File: src/rtl/rob_queue_ctrl_pkg.sv
// Shared widths and depth for the reorder-buffer pointer/status controller.
package rob_queue_ctrl_pkg;

    // Index width of a ROB entry
    localparam int unsigned ROB_ADDR_BUS_W = 4;
    // Pointer width: index plus one wrap bit
    localparam int unsigned ROB_PTR_BUS_W  = ROB_ADDR_BUS_W + 1;
    // Number of ROB entries
    localparam int unsigned ROB_DEPTH_DEF  = 1 << ROB_ADDR_BUS_W;

endpackage

File: src/rtl/rob_queue_ctrl_ptr.sv
// Wrap-bit pointer: ADDR_W index bits plus one wrap bit, increment enable,
// synchronous clear. Depth is a power of two, so a plain +1 wraps the index
// from its maximum back to 0 and toggles the wrap bit in one step.
module rob_ptr #(
    parameter int unsigned ADDR_W = 4
) (
    input  logic          clk,
    input  logic          rst,
    input  logic          clr,
    input  logic          inc,
    output logic [ADDR_W:0] ptr
);

    // Pointer register: clear has priority over increment
    always_ff @(posedge clk or negedge rst) begin
        if (!rst) begin
            ptr <= '0;
        end else if (clr) begin
            ptr <= '0;
        end else if (inc) begin
            ptr <= ptr + 1'b1;
        end
    end

endmodule

File: src/rtl/rob_queue_ctrl.sv
// Reorder-buffer pointer and status controller: head/tail pointers,
// per-entry valid/done bitmaps, one-hot line write enable, in-order commit.
// Optional macro ROB_STALL_CNT_EN adds a saturating alloc_stall_cnt output.
module rob_queue_ctrl
    import rob_queue_ctrl_pkg::*;
#(
    parameter int unsigned ROB_ADDR_WIDTH = ROB_ADDR_BUS_W,
    parameter int unsigned ROB_DEPTH      = ROB_DEPTH_DEF
) (
    input  logic                      clk,
    input  logic                      rst,
    input  logic                      flush,
    input  logic                      alloc_valid,
    output logic                      alloc_ready,
    output logic [ROB_ADDR_WIDTH-1:0] alloc_idx,
    output logic [ROB_DEPTH-1:0]      line_write_en,
    input  logic                      wb_valid,
    input  logic [ROB_ADDR_WIDTH-1:0] wb_idx,
    output logic                      commit_valid,
    output logic [ROB_ADDR_WIDTH-1:0] commit_idx,
    input  logic                      commit_ready,
    output logic [ROB_ADDR_WIDTH:0]   count,
    output logic                      full,
`ifdef ROB_STALL_CNT_EN
    output logic [31:0]               alloc_stall_cnt,
`endif
    output logic                      empty
);

    logic [ROB_ADDR_WIDTH:0]   head_ptr;
    logic [ROB_ADDR_WIDTH:0]   tail_ptr;
    logic [ROB_ADDR_WIDTH-1:0] head_idx;
    logic [ROB_ADDR_WIDTH-1:0] tail_idx;
    logic [ROB_DEPTH-1:0]      valid_q;
    logic [ROB_DEPTH-1:0]      done_q;
    logic                      alloc_fire;
    logic                      commit_fire;
    logic                      wb_hit;

    rob_ptr #(.ADDR_W(ROB_ADDR_WIDTH)) u_head_ptr (
        .clk (clk),
        .rst (rst),
        .clr (flush),
        .inc (commit_fire),
        .ptr (head_ptr)
    );

    rob_ptr #(.ADDR_W(ROB_ADDR_WIDTH)) u_tail_ptr (
        .clk (clk),
        .rst (rst),
        .clr (flush),
        .inc (alloc_fire),
        .ptr (tail_ptr)
    );

    // Status, handshakes and line write enable from registered state only
    always_comb begin
        head_idx      = head_ptr[ROB_ADDR_WIDTH-1:0];
        tail_idx      = tail_ptr[ROB_ADDR_WIDTH-1:0];
        full          = (head_idx == tail_idx) &&
                        (head_ptr[ROB_ADDR_WIDTH] != tail_ptr[ROB_ADDR_WIDTH]);
        empty         = (head_ptr == tail_ptr);
        count         = tail_ptr - head_ptr;
        alloc_ready   = !full;
        alloc_idx     = tail_idx;
        commit_idx    = head_idx;
        commit_valid  = valid_q[head_idx] && done_q[head_idx];
        alloc_fire    = alloc_valid && alloc_ready && !flush;
        commit_fire   = commit_valid && commit_ready && !flush;
        wb_hit        = wb_valid && valid_q[wb_idx] &&
                        !(alloc_fire && (wb_idx == tail_idx));
        line_write_en = '0;
        if (alloc_fire) begin
            line_write_en[tail_idx] = 1'b1;
        end
    end

    // Valid/done bitmaps; commit clears after writeback so a same-cycle
    // wb to the committing head cannot leave a stale done bit behind
    always_ff @(posedge clk or negedge rst) begin
        if (!rst) begin
            valid_q <= '0;
            done_q  <= '0;
        end else if (flush) begin
            valid_q <= '0;
            done_q  <= '0;
        end else begin
            if (wb_hit) begin
                done_q[wb_idx] <= 1'b1;
            end
            if (commit_fire) begin
                valid_q[head_idx] <= 1'b0;
                done_q[head_idx]  <= 1'b0;
            end
            if (alloc_fire) begin
                valid_q[tail_idx] <= 1'b1;
                done_q[tail_idx]  <= 1'b0;
            end
        end
    end

`ifdef ROB_STALL_CNT_EN
    // Saturating count of refused allocation requests; survives flush
    always_ff @(posedge clk or negedge rst) begin
        if (!rst) begin
            alloc_stall_cnt <= '0;
        end else if (alloc_valid && !alloc_ready && (alloc_stall_cnt != '1)) begin
            alloc_stall_cnt <= alloc_stall_cnt + 32'd1;
        end
    end
`endif

endmodule

File: config.mk
export PLATFORM = sky130hd
export DESIGN_NAME = rob_queue_ctrl
export DESIGN_NICKNAME = d
export VERILOG_FILES = /design/src/rtl/rob_queue_ctrl_pkg.sv /design/src/rtl/rob_queue_ctrl_ptr.sv /design/src/rtl/rob_queue_ctrl.sv
export SDC_FILE = /design/constraint.sdc
export NUM_CORES = 1
export LEC_CHECK = 0
export CORE_UTILIZATION = 32
export DETAILED_ROUTE_END_ITERATION = 6
export GPL_TIMING_DRIVEN = 0
export HOLD_SLACK_MARGIN = 0.02
export SLEW_MARGIN = 0
export SYNTH_ARGS = -nofsm -noshare
export SYNTH_HDL_FRONTEND = slang
export SYNTH_HIERARCHICAL = 1
export SYNTH_SLANG_ARGS = --single-unit
File: constraint.sdc
create_clock -name clk -period 3.9 [get_ports clk]
set_input_delay 0.78 -clock clk [delete_from_list [all_inputs] [get_ports clk]]
set_output_delay 0.78 -clock clk [all_outputs]
set_load 0.05 [all_outputs]
Word level (Yosys, flattened, before mapping)
Cells that the tools add are included.
{ "op_classes": {"add_sub_neg": 3, "mul": 0, "n_div": 0, "magnitude_cmp": 6, "eq_ne": 4, "n_shift": 0, "n_mux": 27, "n_bitwise": 7, "reduce_logical": 17} }
{ "op_table": {"columns": ["op", "count"], "rows": [
  ["$mux W16", 11],
  ["$and A16 B16 Y16", 3],
  ["$not A16 Y16", 2],
  ["$or A16 B16 Y16", 2],
  ["$mux W5", 4],
  ["$lt A4 B5 Y1 const B", 3],
  ["$bmux W1 S4", 3],
  ["$demux W1 S4", 3],
  ["$ge A4 B1 Y1 const B", 3],
  ["$logic_and A1 B1 Y1", 12],
  ["$add A5 B1 Y5 const B", 2],
  ["$eq A4 B4 Y1", 2],
  ["$mux W1", 6],
  ["$eq A5 B5 Y1", 1],
  ["$sub A5 B5 Y5", 1],
  ["$reduce_bool A2 Y1", 2],
  ["$logic_not A1 Y1", 3],
  ["$ne A1 B1 Y1", 1]
]} }
{ "word_totals": {"ff_bits": 42, "latchBits": 0, "ram_bits": 0, "mem_bits_ro": 0, "inputBits": 10, "output_inout_bits": 33, "word_cells": 68, "memories": 0} }

Longest topological paths before layout
{ "depth": {"word_depth": 16, "ltp_mapped": 10, "depth_no_buf": 7} }

By module
The synthesis kept the hierarchy.
{ "modules_own_cells": {"columns": ["mod", "n_inst", "cells_each", "area_per_inst_um2", "seq_area_each_um2"], "rows": [
  ["rob_queue_ctrl", 1, 313, 2518.7, 800.8],
  ["rob_ptr", 2, 22, 252.7, 125.1]
]} }

Worst setup path before layout
OpenSTA, ideal clock, no wires.
{ "synth_timing": {"path_kind": "reg-to-output", "from": "register u_head_ptr.ptr[3]", "to": "output port commit_valid", "arrival_ns": 2.548, "required_time_ns": 3.120, "slack_ns": 0.572, "stages_incl_launch_ff": 7, "n_path_buf": 2, "cell_sequence": "dfrtp_1 clkbuf_1 buf_2 nand4_1 nand4b_1 o32ai_1 nor3_1"} }
{ "synth_via": {"elab_chain_len": 3, "elab_cells_between_ends": 5, "classes_between": "4 x mux; 1 x reduce/logical"} }
{ "synth_rtl": {"columns": ["element", "line_no", "text"], "rows": [
  ["from (decl)", "rob_queue_ctrl_ptr.sv:11", "output logic [ADDR_W:0] ptr"],
  ["from (signal assigned)", "rob_queue_ctrl_ptr.sv:21", "ptr <= ptr + 1'b1;"],
  ["$bmux W1 S4", "rob_queue_ctrl.sv:67", "commit_valid = valid_q[head_idx] && done_q[head_idx];"],
  ["$mux W1 (not written as such)", "rob_queue_ctrl.sv:67", null],
  ["$logic_and A1 B1 Y1 *", "rob_queue_ctrl.sv:67", null],
  ["to (decl)", "rob_queue_ctrl.sv:19", "output logic commit_valid,"]
]} }
Every way passes the cells marked *; elsewhere a longest branch is shown, timed or not. The select of a mux whose other input is x is not followed.

Worst setup path after layout
{ "layout_timing": {"from": "input port flush", "to": "output port line_write_en[12]"} }
{ "layout_via": {"elab_chain_len": 3} }
{ "layout_rtl": {"columns": ["element", "line_no", "text"], "rows": [
  ["from (decl)", "rob_queue_ctrl.sv:12", "input logic flush,"],
  ["$logic_not A1 Y1", "rob_queue_ctrl.sv:68", "alloc_fire = alloc_valid && alloc_ready && !flush;"],
  ["$logic_and A1 B1 Y1", "rob_queue_ctrl.sv:68", null],
  ["$mux W16", "rob_queue_ctrl.sv:73", "if (alloc_fire) begin"],
  ["to (decl)", "rob_queue_ctrl.sv:16", "output logic [ROB_DEPTH-1:0] line_write_en,"]
]} }
Every way passes these cells.

==> impl_results.md <==
* Fmax at 0.271 GHz
* Slew HR at 16.0%
* Crit path largest cell delay at 480 ps
* Vias in the first global route at 2821
* Worst Tran Pin Value at 1240 ps
* Row count at 35
* 1st-iter DRT viols at 216
* GPL Wtd Cong at 0.913
* # H-tree levels at 2
* CORE AREA at 9200 um^2
* Nets@finish at 422
* RSZ-0062 raised after global routing: false
* Max VDD drop at 0.000114 V
* Cts bufs inserted at 5
* Leading register cell type out of synthesis: dfrtp_1
* Hold crit path type: in2async
* Worst Path Required at 3120 ps
* Die footprint at 9840 um^2
* Area share of the largest cell type after synthesis at 34.8%
* Clock slew at reported path FFs at 80 ps
* Max-slew violations at 0
* Final Util at 39.8%
* Setup Buffers After CTS at 0
* Final HPWL DP at 6930 um
* Post-Syn Area per Cell at 8.47 um^2
* Syn Nets at 374
* Clock Power Share at 32.5%
* Fin crit share at 94.7%
* Tot GR Track Use at 19.4%
* Internal power at 603 uW
* Leakage at 1.52 nW
* Post-route DRC at 0
* Antenna cell count at 0
* Area grow syn2layout at 21.0%
* Post-DR vias/cell at 5.57
* Sw Ratio at 28.3%
* Flop and latch count out of synthesis at 42
* Cells along the critical path: dlygate4sd2_1, buf_6, nor4b_2, o21ai_0, or2_1, inv_1, clkdlybuf4s15_1
* PD cells at 230 nW/um^2
* Ratio of cells with drive above 1 in the final layout at 10.4%
* Placed instance area at 3600 um^2
* Gr ovfl total at 0
* WL per Instance at 18.0 um
* Sequential Power Share at 52.7%
* Status: completed
* Area contributors post-synth: dfrtp_1, inv_1, nand2_1, nand3_1, a21oi_1
* Comb power frac at 14.8%
* Cell type with the largest total area after synthesis: dfrtp_1
* Die width at 99.2 um
* Min Clock Period, post-route at 3690 ps
* Slowest CP cell: clkdlybuf4s15_1
* Post-Layout Inst Area at 3660 um^2
* Max-cap violations at 0
* Die Y at 99.2 um
* I/O pin count at 43
* Number of antenna violations at the first check in global routing at 0
* Post-Syn Instances at 357
* First-pass GRT wire length at 14900 um
* Yosys cell types at 54
* Mapped Area at 3020 um^2
* CP max FO at 15
* DRT Wirelength at 9270 um
* Root buf cell: clkbuf_8
* Register area share after synthesis at 34.8%
* Pin count of the biggest net entering global routing at 23
* EDFF count, synth at 0
* Hold Vio Cnt, Final at 0
* IO buf count at 41
* Worst setup path class: in2out
* Clk_lat worst skew at 300 ps
* Max clock buf depth at 2
* CTS tree: yes
* Final setup violation count at 0
* Crit end category: output pin
* Clk sinks at 42
* Layout Cells excl Fill at 516
* Routed Antenna Nets at 0
* Worst path arrival time at 2910 ps
* First-pass detailed-route iteration total at 4
* Switch Pwr at 238 uW
* Cell family with most CP delay: buffers and inverters
* Synth Warn # at 6
* Crit path launch type: primary input
* DR vias at 2874
* DP Worst Slack at -442 ps
* Clock skew at 8.32 ps
* Async S/R FF share, synth at 100%
* Cell count after placement at 510
* Final worst slack at 208 ps
* Starting Density at 32.9%
* Hold buffer count at cts at 0
* Buf/Inv on CP at 4
## worst reg2reg max path: cells and delay by family, from the launching register on
family                     cells  cell delay, ps
buffers and inverters          4             610
and+or+nand+nor                2             280
AOI/OAI and AO/OA              1             320
DFF                            1             680
adders and majority gates      1             410
muxes                          1             320
## power by group through the flow
stage,clock [mW],sequential (mW),combinational [mW]
after floorplan,0,0.455,0.0664
after global placement,0,0.452,0.122
after detailed placement,0,0.452,0.126
after CTS,0.283,0.443,0.125
after global routing,0.294,0.444,0.133
final,0.273,0.443,0.125
## layout by cell type (no fill, tap or decap), types with 3 or more instances in the layout
cell type        instances
a2111oi_0                7
a2111oi_2                4
a21oi_1                 21
and4bb_2                 3
buf_2                    5
buf_6                    4
clkbuf_1                 6
clkbuf_8                 6
clkdlybuf4s15_2          3
clkdlybuf4s50_1         22
dfrtp_1                 42
dlygate4sd2_1           12
ha_1                     6
inv_1                   48
nand2_1                 35
nand2b_1                 4
nand3_1                 26
nand3b_1                 4
nand4_1                 12
nand4b_1                 3
nor2_1                  27
nor2b_1                  8
nor3_1                   9
nor4_1                   9
nor4b_1                  3
o2111a_1                 5
o21a_1                   7
o21ai_0                 11
o21ai_2                  4
xnor2_1                  9
## per-layer routing
| metal | part of all wire, % | global-route usage, % |
|---|---|---|
| met1 | 47 | 26.5 |
| met2 | 46 | 31.3 |
| met3 | 5.5 | 2.74 |
| met4 | 2.1 | 7.47 |
| met5 | 0 | 0 |
## through the flow
stage / TNS [ps] / power [mW] / hold slack, ps
3_5_place_dp: -3630 / 0.577 / 518
2_1_floorplan: 0 / 0.521 / 482
3_3_place_gp: -3430 / 0.574 / 502
5_1_grt: 0 / 0.871 / 503
4_1_cts: 0 / 0.851 / 478
6_report: 0 / 0.841 / 465
## state kept, by name, indices dropped and copies added (netlist names)
| register | flops |
|---|---|
| valid_q | 16 |
| done_q | 16 |
| u_head_ptr/ptr | 5 |
| u_tail_ptr/ptr | 5 |
## cell type report
class | count | area, um^2
Timing Repair Buffer | 42 | 424
Buffer | 17 | 125
Multi-Input combinational cell | 249 | 1660
Tap cell | 111 | 139
Sequential cell | 42 | 1050
Inverter | 48 | 180
Clock buffer | 7 | 76.3
Fill cell | 943 | 5540
## cell usage after synthesis, drive strengths merged (8+ instances only)
cell type / count
inv: 48
dfrtp: 42
nand2: 35
nor2: 27
nand3: 26
a21oi: 21
o21ai: 15
nand4: 14
a2111oi: 11
buf: 11
xnor2: 10
nor3: 9
nor4: 9
nor2b: 8
## final timing paths
| kind | from | to | slack [ps] | cells after the start |
|---|---|---|---|---|
| worst min register to register | valid_q[8] | valid_q[8] | 540 | 2 |
| min in group clk | valid_q[8] | valid_q[8] | 540 | 2 |
| worst min-delay path | rst | u_tail_ptr/ptr[1] | 470 | 1 |
| worst max-delay path | flush | line_write_en[12] | 210 | 7 |
| max in group asynchronous | rst | valid_q[7] | 2930 | 2 |
| worst max register to register | u_head_ptr/ptr[3] | u_tail_ptr/ptr[3] | 1170 | 9 |
## cell families after synthesis
family,count (synthesis),synth area share (%)
simple gates,155,28.4
xor+xnor,11,3.43
buf+inv,66,10.2
flops,42,34.8
compound gates,70,17.6
fa+ha+maj,7,3.14
mux,6,2.40
## timing repair
item / 4_1_cts / 5_1_grt
cloned: 0 / 0
resized for setup: 24 / 2
hold endpoints to repair: 0 / 0
setup endpoints to repair: 16 / 3
No activity file was read; power rests on OpenSTA's default activity.
